**src/rtl/mips_multicycle_ctrl_if.sv**
```systemverilog
// mips_multicycle_ctrl_if: instruction fields and ALU zero flag into the controller, datapath controls out.
interface mips_multicycle_ctrl_if;
  logic [5:0] op;
  logic [5:0] funct;
  logic       zero;
  logic       iord, memwrite, irwrite, regdst, memtoreg, regwrite, alusrca, pcen, illegal_op, retire;
  logic [1:0] alusrcb, pcsrc;
  logic [2:0] alucontrol;
  logic [3:0] state;
  modport master (input op, funct, zero,
                  output iord, memwrite, irwrite, regdst, memtoreg, regwrite, alusrca, alusrcb,
                         pcsrc, pcen, alucontrol, state, illegal_op, retire);
  modport slave  (output op, funct, zero,
                  input iord, memwrite, irwrite, regdst, memtoreg, regwrite, alusrca, alusrcb,
                        pcsrc, pcen, alucontrol, state, illegal_op, retire);
endinterface

```
**src/rtl/mips_multicycle_ctrl.sv**
```systemverilog
// mips_multicycle_ctrl: Moore main controller for the multi-cycle MIPS datapath.
// Define MC_CTRL_ADDI_EN to enable the addi path (states 9 and 10).
module mips_multicycle_ctrl (
  input  logic                          clk,
  input  logic                          reset_n,
  mips_multicycle_ctrl_if.master        bus
);
  localparam logic [3:0] S_FETCH = 4'd0, S_DECODE = 4'd1, S_MEMADR = 4'd2, S_MEMRD = 4'd3,
                         S_MEMWB = 4'd4, S_MEMWR = 4'd5, S_EXECUTE = 4'd6, S_ALUWB = 4'd7,
                         S_BRANCH = 4'd8, S_ADDIEX = 4'd9, S_ADDIWB = 4'd10, S_JUMP = 4'd11,
                         S_IDLE = 4'd12;
  localparam logic [5:0] OP_R = 6'b000000, OP_LW = 6'b100011, OP_SW = 6'b101011,
                         OP_BEQ = 6'b000100, OP_ADDI = 6'b001000, OP_J = 6'b000010;
`ifdef MC_CTRL_ADDI_EN
  localparam bit ADDI_EN = 1'b1;
`else
  localparam bit ADDI_EN = 1'b0;
`endif
  logic [3:0] r_state, w_next, w_s;
  logic       r_active, w_funct_ok, w_legal, w_pcwrite, w_branch;
  logic [2:0] w_rfn;
  assign w_funct_ok = bus.funct inside {6'b100000, 6'b100010, 6'b100100, 6'b100101, 6'b101010};
  assign w_rfn = bus.funct == 6'b100000 ? 3'b010 :
                 bus.funct == 6'b100010 ? 3'b110 :
                 bus.funct == 6'b100100 ? 3'b000 :
                 bus.funct == 6'b100101 ? 3'b001 : 3'b111;
  assign w_legal = bus.op inside {OP_LW, OP_SW, OP_BEQ, OP_J} ||
                   (bus.op == OP_R && w_funct_ok) || (bus.op == OP_ADDI && ADDI_EN);
  // Outputs are decoded from an effective state: idle (all zero) until the first edge after
  // reset release, and for the addi encodings when that path is compiled out.
  assign w_s = (!r_active || (!ADDI_EN && (r_state == S_ADDIEX || r_state == S_ADDIWB))) ? S_IDLE : r_state;
  always_comb begin
    w_next = S_FETCH;
    case (w_s)
      S_FETCH:   w_next = S_DECODE;
      S_DECODE:  w_next = !w_legal ? S_FETCH :
                          (bus.op == OP_LW || bus.op == OP_SW) ? S_MEMADR :
                          bus.op == OP_R ? S_EXECUTE :
                          bus.op == OP_BEQ ? S_BRANCH :
                          bus.op == OP_ADDI ? S_ADDIEX : S_JUMP;
      S_MEMADR:  w_next = bus.op == OP_SW ? S_MEMWR : S_MEMRD;
      S_MEMRD:   w_next = S_MEMWB;
      S_EXECUTE: w_next = S_ALUWB;
      S_ADDIEX:  w_next = S_ADDIWB;
      default:   w_next = S_FETCH;
    endcase
  end
  always_ff @(posedge clk or negedge reset_n) begin
    if (!reset_n) begin
      r_state  <= S_FETCH;
      r_active <= 1'b0;
    end else begin
      r_active <= 1'b1;
      if (r_active) r_state <= w_next;
    end
  end
  assign w_pcwrite      = w_s == S_FETCH || w_s == S_JUMP;
  assign w_branch       = w_s == S_BRANCH;
  assign bus.pcen       = w_pcwrite || (w_branch && bus.zero);
  assign bus.irwrite    = w_s == S_FETCH;
  assign bus.iord       = w_s == S_MEMRD || w_s == S_MEMWR;
  assign bus.memwrite   = w_s == S_MEMWR;
  assign bus.regdst     = w_s == S_ALUWB;
  assign bus.memtoreg   = w_s == S_MEMWB;
  assign bus.regwrite   = w_s inside {S_MEMWB, S_ALUWB, S_ADDIWB};
  assign bus.alusrca    = w_s inside {S_MEMADR, S_EXECUTE, S_BRANCH, S_ADDIEX};
  assign bus.alusrcb    = w_s == S_FETCH ? 2'b01 : w_s == S_DECODE ? 2'b11 :
                          (w_s == S_MEMADR || w_s == S_ADDIEX) ? 2'b10 : 2'b00;
  assign bus.pcsrc      = w_branch ? 2'b01 : w_s == S_JUMP ? 2'b10 : 2'b00;
  assign bus.alucontrol = w_s == S_EXECUTE ? w_rfn : w_branch ? 3'b110 : w_s < S_IDLE ? 3'b010 : 3'b000;
  assign bus.illegal_op = w_s == S_DECODE && !w_legal;
  assign bus.retire     = w_s inside {S_MEMWB, S_MEMWR, S_ALUWB, S_BRANCH, S_ADDIWB, S_JUMP};
  assign bus.state      = r_state;
endmodule

```
**src/flat_wrapper.sv**
```systemverilog
// flat-port wrapper written by rule: the top's interface ports become plain ports
module mips_multicycle_ctrl_flat 
  (clk, reset_n, bus_op, bus_funct, bus_zero, bus_iord, bus_memwrite, bus_irwrite, bus_regdst, bus_memtoreg, bus_regwrite, bus_alusrca, bus_alusrcb, bus_pcsrc, bus_pcen, bus_alucontrol, bus_state, bus_illegal_op, bus_retire);
  mips_multicycle_ctrl_if bus_i ();
  input  logic clk;
  input  logic reset_n;
  input wire logic [$bits(bus_i.op)-1:0] bus_op;
  input wire logic [$bits(bus_i.funct)-1:0] bus_funct;
  input wire logic [$bits(bus_i.zero)-1:0] bus_zero;
  output wire logic [$bits(bus_i.iord)-1:0] bus_iord;
  output wire logic [$bits(bus_i.memwrite)-1:0] bus_memwrite;
  output wire logic [$bits(bus_i.irwrite)-1:0] bus_irwrite;
  output wire logic [$bits(bus_i.regdst)-1:0] bus_regdst;
  output wire logic [$bits(bus_i.memtoreg)-1:0] bus_memtoreg;
  output wire logic [$bits(bus_i.regwrite)-1:0] bus_regwrite;
  output wire logic [$bits(bus_i.alusrca)-1:0] bus_alusrca;
  output wire logic [$bits(bus_i.alusrcb)-1:0] bus_alusrcb;
  output wire logic [$bits(bus_i.pcsrc)-1:0] bus_pcsrc;
  output wire logic [$bits(bus_i.pcen)-1:0] bus_pcen;
  output wire logic [$bits(bus_i.alucontrol)-1:0] bus_alucontrol;
  output wire logic [$bits(bus_i.state)-1:0] bus_state;
  output wire logic [$bits(bus_i.illegal_op)-1:0] bus_illegal_op;
  output wire logic [$bits(bus_i.retire)-1:0] bus_retire;
  assign bus_i.op = bus_op;
  assign bus_i.funct = bus_funct;
  assign bus_i.zero = bus_zero;
  assign bus_iord = bus_i.iord;
  assign bus_memwrite = bus_i.memwrite;
  assign bus_irwrite = bus_i.irwrite;
  assign bus_regdst = bus_i.regdst;
  assign bus_memtoreg = bus_i.memtoreg;
  assign bus_regwrite = bus_i.regwrite;
  assign bus_alusrca = bus_i.alusrca;
  assign bus_alusrcb = bus_i.alusrcb;
  assign bus_pcsrc = bus_i.pcsrc;
  assign bus_pcen = bus_i.pcen;
  assign bus_alucontrol = bus_i.alucontrol;
  assign bus_state = bus_i.state;
  assign bus_illegal_op = bus_i.illegal_op;
  assign bus_retire = bus_i.retire;
  mips_multicycle_ctrl u_core (.clk(clk), .reset_n(reset_n), .bus(bus_i));
endmodule
```
**config.mk**
```make
export PLATFORM = sky130hd
export DESIGN_NAME = mips_multicycle_ctrl_flat
export DESIGN_NICKNAME = d
export VERILOG_FILES = /design/src/rtl/mips_multicycle_ctrl_if.sv /design/src/rtl/mips_multicycle_ctrl.sv /design/src/flat_wrapper.sv
export SDC_FILE = /design/constraint.sdc
export NUM_CORES = 1
export LEC_CHECK = 0
export ABC_CLOCK_PERIOD_IN_PS = 5150
export CAP_MARGIN = 20
export CORE_MARGIN = 8
export CORE_UTILIZATION = 40
export CTS_CLUSTER_SIZE = 14
export DETAILED_ROUTE_END_ITERATION = 12
export PLACE_DENSITY = 0.83
export SYNTH_ARGS = -nofsm -noshare
export SYNTH_HDL_FRONTEND = slang
export SYNTH_SLANG_ARGS = --single-unit
```
**constraint.sdc**
```tcl
create_clock -name clk -period 5.15 [get_ports clk]
set_clock_uncertainty 0.1 [all_clocks]
set_input_delay 1.2875 -clock clk [delete_from_list [all_inputs] [get_ports clk]]
set_output_delay 1.2875 -clock clk [all_outputs]
set_load 0.005 [all_outputs]
```
==> results_dict.tcl, run 1 <==
set metrics [dict create \
    fp.dieH_um 56.02 \
    cts.htree.levels 1 \
    final_cells 143 \
    netlist_area_sq_um 640.6 \
    clock.fmax_mhz 219.4 \
    synth_most_common_cell "nor2_1" \
    hold_class "reg2reg" \
    diodes 0 \
    clkTransAtPathRegs_ns 0.04 \
    nets 143 \
    viasPerCell 5.580 \
    clock_latency_ns 0.24 \
    antenna_left 0 \
    cp-end-kind "output pin" \
    syn2layout_area_growth_pct 58.20 \
    yosysTopAreaCellShare_pct 19.53 \
    die_w_um 56.02 \
    drc 0 \
    ir_drop_uv 161.3 \
    start_util_pct 42.52 \
    drt_first_pass_iters 4 \
    whs_ns 0.5655 \
    antenna_found_initial 0 \
    dp.final_hpwl_mm 1.686 \
    leakagePower_nw 0.3594 \
    grt_pass1_wl_mm 3.594 \
    synthTopCellsByCount "nor2_1, a21oi_1, nor3_1, nand2b_1, nor2b_1" \
    wl_mm 2.143 \
    wl_per_cell_um 14.99 \
    worstSetupPathType "in2out" \
    synth-edff-count 0 \
    finalCritPeriodShare_pct 88.49 \
    crit_arrival_ns 3.17 \
    synth_seq_area_share_pct 19.53 \
    timing_hold_violations_final 0 \
    cp_max_fo 5 \
    status "completed" \
    synthCells 93 \
    drive_above_1_share_pct 7.087 \
    cp-start-kind "input pin" \
    setup_tns_ns 0 \
    async_reset_ff_share_pct 100.0 \
    post_cts_resized 0 \
    num_vias 798 \
    max_cap_violations 0 \
    design.portCount 36 \
    hold_buffers 0 \
    first_global_vias 772 \
    grt_max_degree 17 \
    synthFlopType "dfrtp_1" \
    cts_buffer_depth 2 \
    grt_setup_unrepaired "false" \
    cts_tree "built" \
    gp_congestion 0.7757 \
    rows 14 \
    synthTopCellsByArea "dfrtp_1, a21oi_1, nor2_1" \
    dieArea_sq_um 3138 \
    drtIter0Drc 13 \
    coreArea_sq_um 1506 \
    place_inst 139 \
    cts_made_buffers 3 \
    syn_area_per_cell_sq_um 6.888 \
    cts_sinks 5 \
    postSynthNetCount 108 \
    nFillCells 149 \
    post_cts_buffers 0 \
    ys_seq_elements 5 \
    yosys.area.top_type "dfrtp_1" \
    layout_min_cycle_time_ns 4.557 \
    power.density_nw_per_um2 185.7 \
    grt_overflow 0 \
    grt.total_usage_pct 13.28 \
    setup_viol 0 \
    ys_types 38 \
    yosys_warnings 0 \
    slew_violations 0 \
    port_buffers 35 \
    required_ns 3.76 \
    clockRootBuffer "clkbuf_4" \
]
==> final cells by class <==
type / instances / area [sq um] / share of cell area (%)
well taps: 16 / 20.02 / 1.975
inverters: 3 / 11.26 / 1.111
repair buffers: 35 / 350.3 / 34.57
flip-flops and latches: 5 / 125.1 / 12.35
clock buffers: 4 / 26.28 / 2.593
multi-input cells: 80 / 480.5 / 47.41
==> cell usage in the layout (no fill, tap or decap), types with 2 or more instances in the layout <==
master           Yosys  layout
a211oi_1             2       2
a21oi_1             10      10
clkbuf_4             0       3
clkdlybuf4s50_1      0      35
dfrtp_1              5       5
inv_1                3       3
nand2_1              4       4
nand2b_1             6       6
nand3_1              2       2
nor2_1              11      11
nor2b_1              6       6
nor3_1               7       7
nor4_1               2       2
o21ai_0              5       5
or2_2                2       2
or2b_1               2       2
xor2_1               2       2
==> registers in the layout, summed over array words and instances (netlist names) <==
register	flops
u_core.bus.state	4
u_core.r_active	1
==> power by group <==
| part | internal (mW) | switching, mW |
|---|---|---|
| clock | 0.0293 | 0.0164 |
| combinational | 0.0512 | 0.0345 |
| sequential | 0.0431 | 0.0137 |
==> critical path, cell delays in order <==
cell             delay, ns
clkdlybuf4s50_1       0.49
nor4_1                0.50
nand4_1               0.19
and3b_2               0.25
clkdlybuf4s50_1       0.46
==> through the flow <==
stage          power [mW]  setup WS, ns  cell area (sq um)  util (%)
5_1_grt            0.2035        0.4294               1013     67.28
3_5_place_dp       0.1428        0.6366              987.2     65.53
4_1_cts            0.1908        0.5970               1013     67.28
6_report           0.1882        0.5930               1013     67.28
2_1_floorplan     0.09458         1.700              640.6         -
3_3_place_gp       0.1410        0.7074              987.2     65.53
==> final timing paths <==
path	slack, ns	endpoint	cells after the start	start
max	0.59	bus_illegal_op	5	bus_op[1]
min	0.57	u_core.bus.state[3]$_DFFE_PN0P_	1	u_core.r_active$_DFF_PN0_
max reg2reg	3.43	u_core.bus.state[1]$_DFFE_PN0P_	4	u_core.bus.state[2]$_DFFE_PN0P_
min reg2reg	0.57	u_core.bus.state[3]$_DFFE_PN0P_	1	u_core.r_active$_DFF_PN0_
max in group asynchronous	3.60	u_core.bus.state[1]$_DFFE_PN0P_	1	reset_n
min in group asynchronous	1.16	u_core.bus.state[3]$_DFFE_PN0P_	1	reset_n
==> cell families after synthesis <==
group                     Yosys count  share of synthesized area [%]
xor gates and xnor gates            2                          2.735
AOI/OAI and AO/OA                  26                          25.59
DFF                                 5                          19.53
other                               1                         0.5854
and+or+nand+nor                    51                          46.09
buffers and inverters               8                          5.468
==> routing by layer <==
layer | track usage, % | vias to the layer above | wire length (um) | part of all wire, %
li1 | - | 402 | - | -
met1 | 15.48 | 363 | 915 | 43
met2 | 22.35 | 31 | 1049 | 49
met3 | 3.196 | 2 | 159 | 7.4
met4 | 5.498 | 0 | 19 | 0.89
met5 | 0 | - | 0 | 0
(Power assumes the default switching activity.)
==> inputs of run 2 (changes only) <==
- MAX_ROUTING_LAYER: default -> met4
- SKIP_CTS_REPAIR_TIMING: default -> 1
==> results of run 2 <==
Same layout as run 1: the final DEF is identical, and so are final timing and power.
Among the figures that moved: final weighted congestion in routability-driven placement 0.7757 -> 0.7862; overall routing resource usage 13.28% -> 13.63%
==> inputs of run 3 (changes only) <==
- ABC_CLOCK_PERIOD_IN_PS: 5150 -> default
==> results of run 3 <==
Same layout as run 1: the final DEF is identical, and so are final timing and power.
Among the figures that moved: final weighted congestion in routability-driven placement 0.7757 -> 0.7862; overall routing resource usage 13.28% -> 13.63%
